$ cat src/rtl/mac_operand_feeder.sv
// rtl/mac_operand_feeder.sv - operand sequencer feeding a MAC block from two show-ahead FIFOs
// Clears the MAC, issues VEC_LEN paired pops, then holds the captured dot product on valid/ready.
module mac_operand_feeder #(
  parameter int DATA_WIDTH = 8,
  parameter int VEC_LEN    = 8
) (
  input  logic                      clk_i,
  input  logic                      rst_i,
  input  logic                      start_i,
  output logic                      busy_o,
  input  logic                      a_empty_i,
  input  logic [DATA_WIDTH-1:0]     a_data_i,
  output logic                      a_rden_o,
  input  logic                      b_empty_i,
  input  logic [DATA_WIDTH-1:0]     b_data_i,
  output logic                      b_rden_o,
  output logic                      mac_en_o,
  output logic                      mac_clr_o,
  output logic [DATA_WIDTH-1:0]     mac_ain_o,
  output logic [DATA_WIDTH-1:0]     mac_bin_o,
  input  logic [3*DATA_WIDTH-1:0]   mac_cout_i,
  output logic [3*DATA_WIDTH-1:0]   result_o,
  output logic                      result_valid_o,
  input  logic                      result_ready_i,
  output logic                      done_o
);
  localparam int CW = $clog2(VEC_LEN + 1);
  localparam int RW = 3 * DATA_WIDTH;
  localparam logic [CW-1:0] LAST_IDX = CW'(VEC_LEN - 1);

  localparam logic [2:0] S_IDLE  = 3'd0;
  localparam logic [2:0] S_CLEAR = 3'd1;
  localparam logic [2:0] S_RUN   = 3'd2;
  localparam logic [2:0] S_DRAIN = 3'd3;
  localparam logic [2:0] S_HOLD  = 3'd4;

  logic [2:0]    state_q, state_d;
  logic [CW-1:0] cnt_q, cnt_d;
  logic [RW-1:0] result_q, result_d;
  logic          valid_q, valid_d;
  logic          done_q, done_d;
  logic          issue;

  // Both FIFOs must have a word so the pair is always popped together.
  assign issue = (state_q == S_RUN) && !a_empty_i && !b_empty_i;

  assign busy_o         = (state_q != S_IDLE);
  assign mac_clr_o      = (state_q == S_CLEAR);
  assign mac_en_o       = issue;
  assign a_rden_o       = issue;
  assign b_rden_o       = issue;
  assign mac_ain_o      = issue ? a_data_i : '0;
  assign mac_bin_o      = issue ? b_data_i : '0;
  assign result_o       = result_q;
  assign result_valid_o = valid_q;
  assign done_o         = done_q;

  always_comb begin
    state_d  = state_q;
    cnt_d    = cnt_q;
    result_d = result_q;
    valid_d  = valid_q;
    done_d   = 1'b0;
    case (state_q)
      S_IDLE: begin
        if (start_i) state_d = S_CLEAR;
      end
      S_CLEAR: begin
        cnt_d   = '0;
        state_d = S_RUN;
      end
      S_RUN: begin
        if (issue) begin
          cnt_d = cnt_q + CW'(1);
          if (cnt_q == LAST_IDX) state_d = S_DRAIN;
        end
      end
      // The MAC output reflects the last product one cycle after its issue.
      S_DRAIN: begin
        result_d = mac_cout_i;
        valid_d  = 1'b1;
        state_d  = S_HOLD;
      end
      S_HOLD: begin
        if (result_ready_i) begin
          valid_d = 1'b0;
          done_d  = 1'b1;
          state_d = S_IDLE;
        end
      end
      default: state_d = S_IDLE;
    endcase
  end

  always_ff @(posedge clk_i) begin
    if (rst_i) begin
      state_q  <= S_IDLE;
      cnt_q    <= '0;
      result_q <= '0;
      valid_q  <= 1'b0;
      done_q   <= 1'b0;
    end else begin
      state_q  <= state_d;
      cnt_q    <= cnt_d;
      result_q <= result_d;
      valid_q  <= valid_d;
      done_q   <= done_d;
    end
  end
endmodule
$ cat config.mk
export PLATFORM = sky130hd
export DESIGN_NAME = mac_operand_feeder
export DESIGN_NICKNAME = d
export VERILOG_FILES = /design/src/rtl/mac_operand_feeder.sv
export SDC_FILE = /design/constraint.sdc
export NUM_CORES = 1
export LEC_CHECK = 0
export ABC_AREA = 1
export ABC_CLOCK_PERIOD_IN_PS = 1430
export CAP_MARGIN = 20
export CORE_MARGIN = 3
export CORE_UTILIZATION = 36
export DETAILED_ROUTE_END_ITERATION = 10
export HOLD_SLACK_MARGIN = 0.03
export PLACE_DENSITY_LB_ADDON = 0.08
export SLEW_MARGIN = 20
export SYNTH_ARGS = -nofsm -noshare
export SYNTH_HDL_FRONTEND = slang
export SYNTH_SLANG_ARGS = --single-unit
$ cat constraint.sdc
create_clock -name clk_i -period 1.43 [get_ports clk_i]
set_clock_uncertainty 0.2 [all_clocks]
set_input_delay 0.2145 -clock clk_i [delete_from_list [all_inputs] [get_ports clk_i]]
set_output_delay 0.2145 -clock clk_i [all_outputs]
set_load 0.1 [all_outputs]
# Word-level counts from Yosys, hierarchy flattened

Index checks and enable logic that the tools add are counted.

Memories kept: 0
Memory bits (read-only): 0
Bits in latches: 0
Flip-flop bits (word level): 33
Memory bits (writable): 0
Word-level logic and storage cells: 40
Input bits: 46

Add/sub/neg operators: 1
Bitwise logic cells: 1
Div/mod/pow operators: 0
Eq/ne operators: 9
Muxes and demuxes: 12
Multiply operators: 0
Shifts and indexed selects: 0
Magnitude comparators: 0
Reduce and logical (&&, ||, !) cells: 12

Operator list:

| cell                                                                    | number |
|---|---|
| 8-bit 2-to-1 mux                                                        | 2 |
| 3-bit case mux with 5 select lines                                      | 1 |
| 3-bit 2-to-1 mux                                                        | 4 |
| 4-bit case mux with 2 select lines                                      | 1 |
| 3-bit by 2-bit equality test with 1-bit output, second input constant   | 2 |
| 2-bit inequality test, second input constant                            | 3 |
| 4-bit by 1-bit adder with 4-bit output, second input constant           | 1 |
| 4-bit by 3-bit equality test with 1-bit output, second input constant   | 1 |
| 4-bit 2-to-1 mux                                                        | 1 |
| 2-bit AND reduction                                                     | 2 |
| 4-bit AND reduction                                                     | 1 |
| 2-bit nonzero test                                                      | 2 |
| 3-bit by 1-bit equality test with 1-bit output, second input constant   | 1 |
| 3-bit equality test, second input constant                              | 1 |
| 3-bit zero test                                                         | 1 |
| 3-bit nonzero test                                                      | 1 |
| 1-bit logical AND                                                       | 2 |
| 1-bit zero test                                                         | 2 |
| 1-bit 2-to-1 mux                                                        | 2 |
| 2-bit by 1-bit inequality test with 1-bit output, second input constant | 1 |
| 1-bit case mux with 2 select lines                                      | 1 |
| 2-bit OR reduction                                                      | 1 |
| 1-bit inverter                                                          | 1 |

# Logic depth before layout (Yosys ltp)

Depth in word-level cells: 5
Gate-level depth with buffers: 7
Gate-level depth less buffers: 7

# Least setup slack after synthesis

Ideal clock, no wire load.

Path kind: flip-flop to output port
Start point: register state_q[0]
End point: output port mac_ain_o[0]
Arrival: 2.031 ns
Slack: -1.016 ns
Buffers on the path: 1
Stages on the path, launching flop included: 5
Data required time: 1.016 ns
Cell sequence: dfxtp_1 nor2_4 nand3_2 buf_4 nor2_1

Longest elaborated chain between the ends: 4

RTL lines:

| item                                           | RTL line | RTL |
|---|---|---|
| from (decl)                                    | 37       | `logic [2:0] state_q, state_d;` |
| from (signal assigned)                         | 103      | `state_q <= state_d;` |
| 3-bit by 2-bit equality test with 1-bit output | 45       | `assign issue = (state_q == S_RUN) && !a_empty_i && !b_empty_i;` |
| 1-bit logical AND (2 in series)                | 45       |  |
| 8-bit 2-to-1 mux                               | 52       | `assign mac_ain_o = issue ? a_data_i : '0;` |
| to (decl)                                      | 19       | `output logic [DATA_WIDTH-1:0] mac_ain_o,` |

Every way passes these cells.

# Final worst setup path

Start point: register state_q[2]
End point: output port mac_ain_o[0]

Same word-level chain as after synthesis.

==> results.cfg <==
[place]
dpl.hpwl_um = 3520
placed_cells = 346
dp_slack_ps = -439
io_buffers = 92
gp_congestion = 0.878
dpl-instance-area_sq_um = 3080

[setup_path]
reg2reg_to = result_o[4]
reg2reg_slack_ps = -310
crit_fanout = 8
crit_path_end_kind = primary output
cp.required_ps = 1020
worstPathArrival_ps = 1440
critical_path_class = reg2out
worst_path_max_delay_cell = dfxtp_4
max_stage_delay_ps = 360
path_cells = nor2_4 > nand3_4 > buf_12 > nor2_4 > buf_12
start_kind = flop
r2r_start = state_q[2]
rr_worst_depth = 8

[sta]
post-route-period-util_pct = 129
max_slew_margin_pct = 55.8
max_freq_mhz = 540
finalMaxSlewViolations = 0
finalWorstSetupSlack_ps = -420
worst_pin_slew_ps = 662
setup_violations = 53
rsz0062_at_grt = true
layout_min_cycle_time_ps = 1850
finalHoldViolCount = 0

[synth]
ys_ff_latch = 33
avgSynthCellArea_sq_um = 7.16
syn_area_sq_um = 1450
syn_nets = 250
yosysWarningCount = 0
ys_seq_area_share_pct = 45.4
yosys.cell_types.count = 22
syn_inst = 203

[clocking]
hold_buffers = 0
clk_latency_ps = 290
cts.clk_slew.worst_paths_ps = 70
cts_tree = built
cts_num_sinks = 33
clk_path_buf_depth = 2
htree_levels = 2
numCtsBuffers = 5
cts_root_buf = clkbuf_8

[drt]
drtAntennaViolNets = 0
routed_wl_um = 7600
via_per_inst = 5.20
first_iter_violations = 179
drc = 0
post_drt_wl_per_cell_um = 20.7
dr.pass1.iters = 4
vias = 1907

[final_layout]
ff_latch_area_sq_um = 671
multi_input_area_sq_um = 883
final_area_sq_um = 3610
antennaDiodeCount = 0
final_nets = 365
final.fill_count = 85
drive_gt1_share_pct = 48.3
final_util_pct = 95.7
fin_cells = 367
areaGrowthSynthToFinish_pct = 148

[grt]
grtUsageTotal_pct = 20.6
grt_max_degree = 28
grt_remaining_overflow = 0
grt_pass1_wl_um = 8080
grt_pass1_vias = 1725
antenna_found_initial = 0

[outcome]
status = finished, violations left
failed_checks = negative setup slack

[worst_hold_path]
holdPathEnd = result_o[8]
hold_class = reg2reg
hold_start = result_o[8]
holdPathStages = 2

[floorplan]
io_pins = 93
initial_core_util_pct = 38.6
core_area_sq_um = 3770
fp-row-count = 22
dieArea_sq_um = 4840
die_y_um = 69.6
die_w_um = 69.6

[power]
p_leak_nw = 1.46
ir_drop_v = 0.00122
power_density_nw_per_um2 = 1330

[flow_run]
max-cap-violations = 0
[how the worst max path moves through the flow]
| stage | start | cells after the start | end |
|---|---|---|---|
| floorplan | state_q[2] | 5 | mac_ain_o[4] |
| global placement | a_empty_i | 6 | mac_ain_o[4] |
| detailed placement | a_empty_i | 6 | mac_ain_o[4] |
| CTS | state_q[0] | 5 | mac_bin_o[4] |
| global route | state_q[2] | 5 | mac_bin_o[4] |
| finish | state_q[2] | 5 | mac_ain_o[0] |
[sequential cells by signal, summed over array words and instances (netlist names)]
| name | count |
|---|---|
| result_o | 24 |
| result_valid_o | 1 |
| state_q | 3 |
| done_o | 1 |
| cnt_q | 4 |
[layout by cell type, fill, tap and decap left out, types with 5 or more instances in the layout]
master and instances:
clkbuf_8 6, buf_6 10, buf_12 50, o21ai_2 20
nor2_4 18, nor2_2 11, nand3_1 8, inv_1 21
nand2_1 8, dfxtp_1 27, dfxtp_2 5, clkdlybuf4s50_1 43
o21ai_1 5, nor2_1 46, buf_4 7
[through the flow]
step | total power, mW | hold WS (ps) | TNS [ps]
final | 4.80 | 336 | -13430
after global routing | 4.90 | 352 | -15050
after CTS | 4.41 | 290 | -7210
after detailed placement | 3.41 | 279 | -10610
after global placement | 3.38 | 268 | -9750
after floorplan | 2.53 | 76.2 | -6930
[report_power, final]
part           leakage (nW)  total [mW]  switching, mW  internal [mW]
registers             0.270        1.16          0.126           1.03
clock network        0.0585       0.933          0.364          0.568
logic                  1.14        2.72           1.67           1.04
total                  1.46        4.80           2.16           2.64
[repair_timing]
action / CTS / global route
cloned: 1 / 5
pin swaps: 10 / 27
gates resized for setup: 19 / 59
endpoints found under the setup margin: 25 / 51
setup buffers: 3 / 6
[worst max-delay path, delay by kind of cell (launching register included)]
kind,cells,cell delay (ps)
flops,1,360
simple gates,3,410
buf+inv,2,370
[synthesized netlist by cell type (all sizes together)]
cell	count	area [sq um]
a21oi	5	25.0
clkinv	1	5.00
o21ai	25	125
nand3	12	70.1
dfxtp	33	661
nor2	75	314
clkbuf	2	7.51
nand2	12	45.0
o21a	1	7.51
inv	26	97.6
a21boi	1	7.51
nand4	1	6.26
buf	8	70.1
ha	1	12.5
[kinds of logic after synthesis]
group	Yosys count	share of synthesized area, %
adder cells (fa/ha/maj)	1	0.860
buffers and inverters	37	12.4
AND/OR/NAND/NOR	100	29.9
flip-flops	33	45.4
AO/OA/AOI/OAI	32	11.4
[final cells by class]
| type | instances | area share [%] |
|---|---|---|
| multi-input combinational | 133 | 24.5 |
| inverter | 27 | 3.36 |
| clock buffer | 7 | 2.39 |
| clock inverter | 1 | 0.832 |
| timing repair buffer | 118 | 48.7 |
| sequential | 33 | 18.6 |
| tap | 48 | 1.66 |
[per-layer routing]
metal  track usage (%)  share of wire (%)  routed length, um
met1              22.2                 36               2750
met2              38.6                 53               4060
met3              6.38                7.7                587
met4              5.64                2.7                206
met5                 0                  0                  0
Power figures use the tool's default switching activity.
